### src/rtl/instr_register_pkg.sv
// Shared types for the instruction register array and its write/read controller.
package instr_register_pkg;

    typedef enum logic [3:0] {
        ZERO,
        PASSA,
        PASSB,
        ADD,
        SUB,
        MULT,
        DIV,
        MOD
    } opcode_t;

    typedef logic signed [31:0] operand_t;
    typedef logic [4:0]         address_t;

    typedef struct packed {
        opcode_t  opc;
        operand_t op_a;
        operand_t op_b;
    } instruction_t;

    localparam int unsigned CTRL_MAX_REQ = 8;

    // Circular increment; depth need not be a power of two.
    function automatic address_t next_ptr(input address_t ptr, input int unsigned depth);
        if ({27'd0, ptr} == depth - 1)
            return '0;
        return ptr + address_t'(1);
    endfunction

endpackage

### src/rtl/instr_register_ctrl_if.sv
// Producer, register-write and consumer signals of the instruction register controller.
interface instr_register_ctrl_if
    import instr_register_pkg::*;
#(
    parameter int unsigned NUM_REQ = 2,
    parameter int unsigned DEPTH   = 32
);
    localparam int unsigned CW = $clog2(DEPTH + 1);

    logic                clear;
    logic [NUM_REQ-1:0]  req_valid;
    opcode_t             req_opcode    [NUM_REQ];
    operand_t            req_operand_a [NUM_REQ];
    operand_t            req_operand_b [NUM_REQ];
    logic [NUM_REQ-1:0]  req_ready;

    logic                load_en;
    opcode_t             opcode;
    operand_t            operand_a;
    operand_t            operand_b;
    address_t            write_pointer;

    address_t            read_pointer;
    logic                rd_pop;
    logic                rd_valid;
    logic [CW-1:0]       count;

    modport master (
        input  clear, req_valid, req_opcode, req_operand_a, req_operand_b, rd_pop,
        output req_ready, load_en, opcode, operand_a, operand_b, write_pointer,
               read_pointer, rd_valid, count
    );

    modport slave (
        output clear, req_valid, req_opcode, req_operand_a, req_operand_b, rd_pop,
        input  req_ready, load_en, opcode, operand_a, operand_b, write_pointer,
               read_pointer, rd_valid, count
    );

endinterface

### src/rtl/instr_register_ctrl_rr_arbiter.sv
// Combinational round-robin arbiter: one-hot grant to the first requester after last_grant.
module rr_arbiter #(
    parameter  int unsigned N  = 2,
    localparam int unsigned GW = (N > 1) ? $clog2(N) : 1
) (
    input  logic [N-1:0]  req,
    input  logic [GW-1:0] last_grant,
    input  logic          enable,
    output logic [N-1:0]  grant
);

    always_comb begin
        logic          found;
        logic [GW-1:0] idx;
        grant = '0;
        found = 1'b0;
        idx   = '0;
        // Offsets 1..N visit every requester once, ending on last_grant itself.
        for (int unsigned off = 1; off <= N; off++) begin
            idx = GW'(({{(32-GW){1'b0}}, last_grant} + off) % N);
            if (enable && !found && req[idx]) begin
                grant[idx] = 1'b1;
                found      = 1'b1;
            end
        end
    end

endmodule

### src/rtl/instr_register_ctrl.sv
// Arbitrates producers onto the instruction register write port and tracks the
// array as a circular buffer for the consumer.
module instr_register_ctrl
    import instr_register_pkg::*;
#(
    parameter int unsigned NUM_REQ = 2,
    parameter int unsigned DEPTH   = 32
) (
    input  logic                  clk,
    input  logic                  reset,
    instr_register_ctrl_if.master bus
);

    localparam int unsigned GW = (NUM_REQ > 1) ? $clog2(NUM_REQ) : 1;
    localparam int unsigned CW = $clog2(DEPTH + 1);

    if (NUM_REQ < 1 || NUM_REQ > CTRL_MAX_REQ) begin : g_bad_num_req
        $error("instr_register_ctrl: NUM_REQ out of range");
    end
    if (DEPTH < 2 || DEPTH > 2 ** $bits(address_t)) begin : g_bad_depth
        $error("instr_register_ctrl: DEPTH out of range");
    end

    logic [GW-1:0]      last_grant;
    logic [GW-1:0]      grant_idx;
    logic [NUM_REQ-1:0] grant;
    logic [CW:0]        space;
    logic               grant_en;
    logic               accept;
    logic               pop;

    logic               load_q;
    instruction_t       wr_data_q;
    address_t           wp_q;
    address_t           wr_ptr;
    address_t           rd_ptr;
    logic [CW-1:0]      count_q;

    // A pending load already owns a slot, so it counts against free space.
    always_comb begin
        space    = (CW+1)'(DEPTH) - {1'b0, count_q} - (CW+1)'(load_q);
        grant_en = (space != '0) && !bus.clear && !reset;
        accept   = |(bus.req_valid & grant);
        pop      = bus.rd_pop && (count_q != '0);
    end

    rr_arbiter #(
        .N (NUM_REQ)
    ) u_arb (
        .req        (bus.req_valid),
        .last_grant (last_grant),
        .enable     (grant_en),
        .grant      (grant)
    );

    always_comb begin
        grant_idx = '0;
        for (int unsigned i = 0; i < NUM_REQ; i++) begin
            if (grant[i])
                grant_idx = GW'(i);
        end
    end

    always_ff @(posedge clk or posedge reset) begin
        if (reset) begin
            load_q     <= 1'b0;
            wr_data_q  <= '{opc: ZERO, op_a: '0, op_b: '0};
            wp_q       <= '0;
            wr_ptr     <= '0;
            rd_ptr     <= '0;
            count_q    <= '0;
            last_grant <= GW'(NUM_REQ - 1);
        end else if (bus.clear) begin
            load_q  <= 1'b0;
            count_q <= '0;
            rd_ptr  <= wr_ptr;
        end else begin
            if (load_q)
                wr_ptr <= next_ptr(wr_ptr, DEPTH);
            if (pop)
                rd_ptr <= next_ptr(rd_ptr, DEPTH);
            count_q <= count_q + CW'(load_q) - CW'(pop);
            load_q  <= accept;
            if (accept) begin
                last_grant     <= grant_idx;
                wr_data_q.opc  <= bus.req_opcode[grant_idx];
                wr_data_q.op_a <= bus.req_operand_a[grant_idx];
                wr_data_q.op_b <= bus.req_operand_b[grant_idx];
                // Back-to-back accept: the slot after the one committing this edge.
                wp_q           <= load_q ? next_ptr(wr_ptr, DEPTH) : wr_ptr;
            end
        end
    end

    assign bus.req_ready     = grant;
    assign bus.load_en       = load_q;
    assign bus.opcode        = wr_data_q.opc;
    assign bus.operand_a     = wr_data_q.op_a;
    assign bus.operand_b     = wr_data_q.op_b;
    assign bus.write_pointer = wp_q;
    assign bus.read_pointer  = rd_ptr;
    assign bus.rd_valid      = (count_q != '0);
    assign bus.count         = count_q;

    a_grant_onehot: assert property (@(posedge clk) disable iff (reset) $onehot0(grant));
    a_count_bound:  assert property (@(posedge clk) disable iff (reset) count_q <= CW'(DEPTH));

endmodule

### src/flat_wrapper.sv
// flat-port wrapper written by rule: the top's interface ports become plain ports
module instr_register_ctrl_flat import instr_register_pkg::*;
#(
    parameter int unsigned NUM_REQ = 2,
    parameter int unsigned DEPTH   = 32
)
  (clk, reset, bus_clear, bus_req_valid, bus_req_opcode, bus_req_operand_a, bus_req_operand_b, bus_rd_pop, bus_req_ready, bus_load_en, bus_opcode, bus_operand_a, bus_operand_b, bus_write_pointer, bus_read_pointer, bus_rd_valid, bus_count);
  instr_register_ctrl_if #(.NUM_REQ(NUM_REQ), .DEPTH(DEPTH)) bus_i ();
  input  logic clk;
  input  logic reset;
  input wire logic [$bits(bus_i.clear)-1:0] bus_clear;
  input wire logic [$bits(bus_i.req_valid)-1:0] bus_req_valid;
  input wire logic [$bits(bus_i.req_opcode)-1:0] bus_req_opcode;
  input wire logic [$bits(bus_i.req_operand_a)-1:0] bus_req_operand_a;
  input wire logic [$bits(bus_i.req_operand_b)-1:0] bus_req_operand_b;
  input wire logic [$bits(bus_i.rd_pop)-1:0] bus_rd_pop;
  output wire logic [$bits(bus_i.req_ready)-1:0] bus_req_ready;
  output wire logic [$bits(bus_i.load_en)-1:0] bus_load_en;
  output wire logic [$bits(bus_i.opcode)-1:0] bus_opcode;
  output wire logic [$bits(bus_i.operand_a)-1:0] bus_operand_a;
  output wire logic [$bits(bus_i.operand_b)-1:0] bus_operand_b;
  output wire logic [$bits(bus_i.write_pointer)-1:0] bus_write_pointer;
  output wire logic [$bits(bus_i.read_pointer)-1:0] bus_read_pointer;
  output wire logic [$bits(bus_i.rd_valid)-1:0] bus_rd_valid;
  output wire logic [$bits(bus_i.count)-1:0] bus_count;
  assign bus_i.clear = bus_clear;
  assign bus_i.req_valid = bus_req_valid;
  assign bus_i.req_opcode = {>>{bus_req_opcode}};
  assign bus_i.req_operand_a = {>>{bus_req_operand_a}};
  assign bus_i.req_operand_b = {>>{bus_req_operand_b}};
  assign bus_i.rd_pop = bus_rd_pop;
  assign bus_req_ready = bus_i.req_ready;
  assign bus_load_en = bus_i.load_en;
  assign bus_opcode = bus_i.opcode;
  assign bus_operand_a = bus_i.operand_a;
  assign bus_operand_b = bus_i.operand_b;
  assign bus_write_pointer = bus_i.write_pointer;
  assign bus_read_pointer = bus_i.read_pointer;
  assign bus_rd_valid = bus_i.rd_valid;
  assign bus_count = bus_i.count;
  instr_register_ctrl #(.NUM_REQ(NUM_REQ), .DEPTH(DEPTH)) u_core (.clk(clk), .reset(reset), .bus(bus_i));
endmodule
### config.mk
export PLATFORM = sky130hd
export DESIGN_NAME = instr_register_ctrl_flat
export DESIGN_NICKNAME = d
export VERILOG_FILES = /design/src/rtl/instr_register_pkg.sv /design/src/rtl/instr_register_ctrl_if.sv /design/src/rtl/instr_register_ctrl_rr_arbiter.sv /design/src/rtl/instr_register_ctrl.sv /design/src/flat_wrapper.sv
export SDC_FILE = /design/constraint.sdc
export NUM_CORES = 1
export LEC_CHECK = 0
export BUFFER_PORTS_ARGS = -buffer_cell sky130_fd_sc_hd__buf_2
export CORE_MARGIN = 3
export CORE_UTILIZATION = 50
export DETAILED_ROUTE_END_ITERATION = 7
export PLACE_DENSITY = 0.86
export SETUP_SLACK_MARGIN = 0.2
export SYNTH_ARGS = -nofsm -noshare
export SYNTH_HDL_FRONTEND = slang
export SYNTH_HIERARCHICAL = 1
export SYNTH_SLANG_ARGS = --single-unit
### constraint.sdc
create_clock -name clk -period 5.45 [get_ports clk]
set_clock_uncertainty 0.05 [all_clocks]
set_input_delay 0.2725 -clock clk [delete_from_list [all_inputs] [get_ports clk]]
set_output_delay 0.2725 -clock clk [all_outputs]
set_load 0.1 [all_outputs]
# ---- Word level (Yosys, flattened, before mapping)
# Cells that the tools add are included.
dict set report classes {
  addsub 8
  mul 0
  div_mod_pow 0
  n_lt_le_gt_ge 5
  n_eq_ne 2
  shift 0
  mux 39
  bitwise 4
  n_reduce_logical 17
}
# op count
set ops {}
lappend ops {{$mux W32} 6}
lappend ops {{$mux W5} 8}
lappend ops {{$mux W1} 17}
lappend ops {{$mux W4} 3}
lappend ops {{$add A5 B1 Y5 const B} 2}
lappend ops {{$eq A5 B5 Y1 const B} 2}
lappend ops {{$logic_and A1 B1 Y1} 8}
lappend ops {{$reduce_bool A7 Y1} 1}
lappend ops {{$sub A6 B6 Y7 const A} 1}
lappend ops {{$sub A7 B1 Y7} 1}
lappend ops {{$add A6 B1 Y6} 1}
lappend ops {{$mux W6} 1}
lappend ops {{$reduce_bool A6 Y1} 1}
lappend ops {{$sub A6 B1 Y6} 1}
lappend ops {{$lt A1 B2 Y1 const B} 2}
lappend ops {{$mux W2} 2}
lappend ops {{$reduce_and A2 Y1} 2}
lappend ops {{$logic_not A1 Y1} 3}
lappend ops {{$add A1 B1 Y1 const B} 2}
lappend ops {{$and A2 B2 Y2} 1}
lappend ops {{$demux W1 S1} 2}
lappend ops {{$ge A1 B1 Y1 const B} 2}
lappend ops {{$ge A2 B2 Y1 const B} 1}
lappend ops {{$not A1 Y2} 1}
lappend ops {{4 further kinds} 4}
dict set report totals {
  register_bits 91
  latch_bits 0
  ram_bits 0
  romBits 0
  elab_cells 84
  mem_count 0
}

# ---- Depth between registers and ports, before layout
dict set report depth {
  ltp_word 17
  ltp_mapped 18
  ltp_nobuf 15
}

# ---- By module
# Netlist, hierarchy kept.
# mod n_inst cells_each area_per_inst_um2
set by_module_without_submodules {}
lappend by_module_without_submodules {instr_register_ctrl 1 453 4615.7}
lappend by_module_without_submodules {rr_arbiter 1 5 21.3}

# ---- Worst setup path after synthesis
# No wires, ideal clock.
dict set report synth_timing {
  path_kind {input to register}
  start {input port reset}
  end {register u_core.wr_data_q (netlist bit u_core/bus.operand_a[0])}
  setup_time_ns 0.078
  arrival_ns 5.310
  setup_slack_ns 0.012
  stages 11
  cell_sequence {inv_1 o311a_1 nand2_1 a21oi_1 buf_2 a22oi_2 nor2_4 buf_4 buf_2 nor2_1 a21oi_1}
}
dict set report synth_via {
  elab_chain_cells 13
  word_cells_on_any_way 18
  cone_classes {7 x mux; 3 x bitwise; 8 x reduce/logical}
}
# element line
set synth_rtl {}
lappend synth_rtl {{start, declared} flat_wrapper.sv:10} ;# input logic reset;
lappend synth_rtl {{$logic_not A1 Y1 (*)} instr_register_ctrl.sv:42} ;# grant_en = (space != '0) && !bus.clear && !reset;
lappend synth_rtl {{$logic_and A1 B1 Y1 (*)} instr_register_ctrl.sv:42}
lappend synth_rtl {{via u_core.grant_en} instr_register_ctrl.sv:28} ;# logic grant_en;
lappend synth_rtl {{$logic_and A1 B1 Y1} instr_register_ctrl_rr_arbiter.sv:21} ;# if (enable && !found && req[idx]) begin
lappend synth_rtl {{$mux W1} instr_register_ctrl_rr_arbiter.sv:21}
lappend synth_rtl {{$logic_not A1 Y1} instr_register_ctrl_rr_arbiter.sv:21}
lappend synth_rtl {{$logic_and A1 B1 Y1 (2 in a row)} instr_register_ctrl_rr_arbiter.sv:21}
lappend synth_rtl {{$mux W2 (*)} instr_register_ctrl_rr_arbiter.sv:21}
lappend synth_rtl {{via bus_req_ready[1]} flat_wrapper.sv:17} ;# output wire logic [$bits(bus_i.req_ready)-1:0] bus_req_ready;
lappend synth_rtl {{$mux W1} instr_register_ctrl.sv:59} ;# if (grant[i])
lappend synth_rtl {{$not A1 Y2 (not written as such)} instr_register_ctrl.sv:87} ;# wr_data_q.op_a <= bus.req_operand_a[grant_idx];
lappend synth_rtl {{$mux W32 (not written as such) (3 in a row)} instr_register_ctrl.sv:87}
lappend synth_rtl {{end signal, assigned} instr_register_ctrl.sv:67} ;# wr_data_q <= '{opc: ZERO, op_a: '0, op_b: '0};
lappend synth_rtl {{end, declared} instr_register_ctrl.sv:33} ;# instruction_t wr_data_q;
# The timed path passes the listed nets; every way through them passes the cells marked *. The select of a mux whose other input is x is not followed.
# A chain may end at the register's enable or synchronous reset.

# ---- Final worst setup path
dict set report layout_timing {
  start {register u_core.load_q, in the netlist u_core/bus.load_en}
  end {output port bus_req_ready[1]}
}
dict set report layout_via {
  elab_chain_cells 10
  word_cells_on_any_way 12
  cone_classes {1 x add/sub; 3 x mux; 1 x bitwise; 7 x reduce/logical}
}
# element line
set layout_rtl {}
lappend layout_rtl {{start, declared} instr_register_ctrl.sv:32} ;# logic load_q;
lappend layout_rtl {{start signal, assigned} instr_register_ctrl.sv:83} ;# load_q <= accept;
lappend layout_rtl {{$sub A7 B1 Y7 (*)} instr_register_ctrl.sv:41} ;# space = (CW+1)'(DEPTH) - {1'b0, count_q} - (CW+1)'(load_q);
lappend layout_rtl {{$reduce_bool A7 Y1 (*)} instr_register_ctrl.sv:42}
lappend layout_rtl {{$logic_and A1 B1 Y1 (*) (2 in a row)} instr_register_ctrl.sv:42}
lappend layout_rtl {{via u_core.grant_en} instr_register_ctrl.sv:28}
lappend layout_rtl {{$logic_and A1 B1 Y1} instr_register_ctrl_rr_arbiter.sv:21}
lappend layout_rtl {{$mux W1} instr_register_ctrl_rr_arbiter.sv:21}
lappend layout_rtl {{$logic_not A1 Y1} instr_register_ctrl_rr_arbiter.sv:21}
lappend layout_rtl {{$logic_and A1 B1 Y1 (2 in a row)} instr_register_ctrl_rr_arbiter.sv:21}
lappend layout_rtl {{$mux W2 (*)} instr_register_ctrl_rr_arbiter.sv:21}
lappend layout_rtl {{end, declared} flat_wrapper.sv:17}
# The timed path passes the listed nets; every way through them passes the cells marked *.

==> impl_metrics.tcl <==
set metrics [dict create \
    first_iter_violations 139 \
    outcome "completed" \
    io_buffer_count 229 \
    num_antenna_cells 0 \
    worst_pin_slew_ns 0.9114 \
    multi_input_area_um2 2160 \
    netlist_instances 458 \
    wl_per_cell_um 15.32 \
    cp.required_ns 5.13 \
    maxSlewHeadroom 0.3911 \
    cts_resized 0 \
    syn2layout_area_growth_pct 29.82 \
    critPathKind "register to primary output" \
    ys_types 45 \
    die_area_um2 10470 \
    final_cell_mix "229 x buf_2, 90 x dfrtp_1, 83 x nor2_1" \
    viasPerCell 5.275 \
    ys_seq_elements 91 \
    grt_pass1_vias 3966 \
    finalWorstPathRequiredPeriod_ns 3.921 \
    finalSetupTns_ns 0 \
    antenna_found_initial 0 \
    mostFrequentLayoutCell "buf_2" \
    seq_area_um2 2278 \
    vias 4157 \
    syn_area_um2 4637 \
    dp_hpwl_mm 9.396 \
    r2r_slack_ns 1.64 \
    grt_start_max_net_pins 74 \
    clock_path_buffers 2 \
    synth_edf_count 0 \
    hold_buffers 0 \
    core_um2 8848 \
    grt_usage 0.2218 \
    die_h_um 102.3 \
    hold_viol_final 0 \
    synth_nets 620 \
    rsz0062_at_grt "false" \
    synth-async-reset-ratio 1.000 \
    post_cts_buffers 0 \
    place_congestion 0.9284 \
    clock_sinks 91 \
    setup_viol 0 \
    seq_area_frac_synth 0.4914 \
    ant_nets 0 \
    fmax_mhz 255.0 \
    cp_max_fo 40 \
    rows 34 \
    endpoint_kind "primary output" \
    initial_utilization 0.5240 \
    cts.htree.levels 3 \
    clkSlewWorstSetupHoldPaths_ns 0.10 \
    cp-start-kind "register" \
    fin_crit_sh 0.7195 \
    finalMaxSlewViolations 0 \
    cts_root_buffer "clkbuf_8" \
    ys_warn_count 6 \
    utilization 0.6803 \
    drive_above_1_share 0.3765 \
    fp.dieW_um 102.3 \
    dpl.cell_count 772 \
    drc 0 \
    cp.arrival_ns 3.60 \
    cts_tree "done" \
    clk_latency_ns 0.34 \
    syn_avg_cell_area_um2 10.12 \
    cts_buffers 9 \
    finalNonFillerCells 788 \
    hold_class "primary input to asynchronous set/reset pin" \
    drv_cap 0 \
    num-nets-final 837 \
    io_pins 230 \
    synthFlopType "dfrtp_1" \
    drt_pass1_iterations 4 \
    fillerInstances 721 \
    grt_first_pass_wirelength_mm 18.42 \
    grt-ovfl-total 0 \
    routed_wl_mm 12.07 \
]
[kinds of logic after synthesis]
group	count (synthesis)	share of synthesized area
buffers and inverters	44	0.04533
AND/OR/NAND/NOR	118	0.1087
flip-flops	91	0.4914
XOR/XNOR	5	0.009444
AO/OA/AOI/OAI	105	0.1274
adder cells (fa/ha/maj)	20	0.05559
multiplexers	75	0.1622
[sequential cells by signal, summed over array words and instances (netlist names)]
signal and count:
u_core/bus.write_pointer 5, u_core/bus.read_pointer 5, u_core/bus.load_en 1, u_core/last_grant 1
u_core/bus.operand_b 32, u_core/bus.count 6, u_core/bus.opcode 4, u_core/bus.operand_a 32
u_core/wr_ptr 5
[synth_stat cells (3+ instances only)]
library cell / instances / share of area
dfrtp_1: 90 / 0.49
nor2_1: 83 / 0.067
a21oi_1: 78 / 0.084
mux2i_1: 74 / 0.16
buf_2: 21 / 0.023
ha_1: 19 / 0.051
nand2_1: 15 / 0.012
inv_1: 14 / 0.011
o21ai_1: 5 / 0.0054
xnor2_1: 5 / 0.0094
o21ai_0: 4 / 0.0043
nand3_1: 3 / 0.0032
nor3_1: 3 / 0.0032
nor4_1: 3 / 0.0040
o311a_1: 3 / 0.0065
[layer usage]
metal	global-route usage	vias to the layer above	wire length (um)
li1	-	2022	-
met1	0.2836	1957	4875
met2	0.3733	164	6205
met3	0.04505	14	832
met4	0.08174	0	161
met5	0	-	0
[stage by stage]
stage	hold slack (ns)	cell area [um2]	setup slack [ns]
global route	0.09455	6020	1.314
global placement	0.4485	5833	1.925
detailed placement	0.4526	5833	1.739
floorplan	0.4294	4641	0.2518
finish	0.04211	6020	1.529
CTS	0.06347	6020	1.542
[final timing paths]
path                                          startpoint                          end  cells past startpoint
min in group clk                   bus_req_operand_a[62]     u_core/bus.operand_a[30]                      3
worst max-delay path                  u_core/bus.load_en             bus_req_ready[1]                     13
max in group asynchronous                          reset     u_core/bus.operand_b[20]                      3
worst max register to register        u_core/bus.load_en            u_core/last_grant                     15
worst min-delay path                               reset  u_core/bus.write_pointer[0]                      2
worst min register to register  u_core/bus.operand_a[29]     u_core/bus.operand_a[29]                      2
[worst max-delay path: stages, from the launching register on]
cell      delay, ns
dfrtp_1        0.49
inv_2          0.13
ha_1           0.22
ha_1           0.20
inv_1          0.06
ha_1           0.18
o21bai_1       0.09
a21oi_2        0.16
xnor2_1        0.13
o311a_1        0.23
nand2_1        0.11
a21oi_4        0.16
buf_4          0.54
buf_2          0.55
[cell type report]
class	instances	share of cell area
clock buffers	12	0.02245
flip-flops and latches	91	0.3785
inverters	16	0.01060
repair buffers	234	0.1987
multi-input cells	323	0.3588
clock inverters	4	0.008522
well taps	108	0.02245
Power is not shown: default switching activity piles up to over one toggle a cycle in this logic, so the estimate is an artifact.
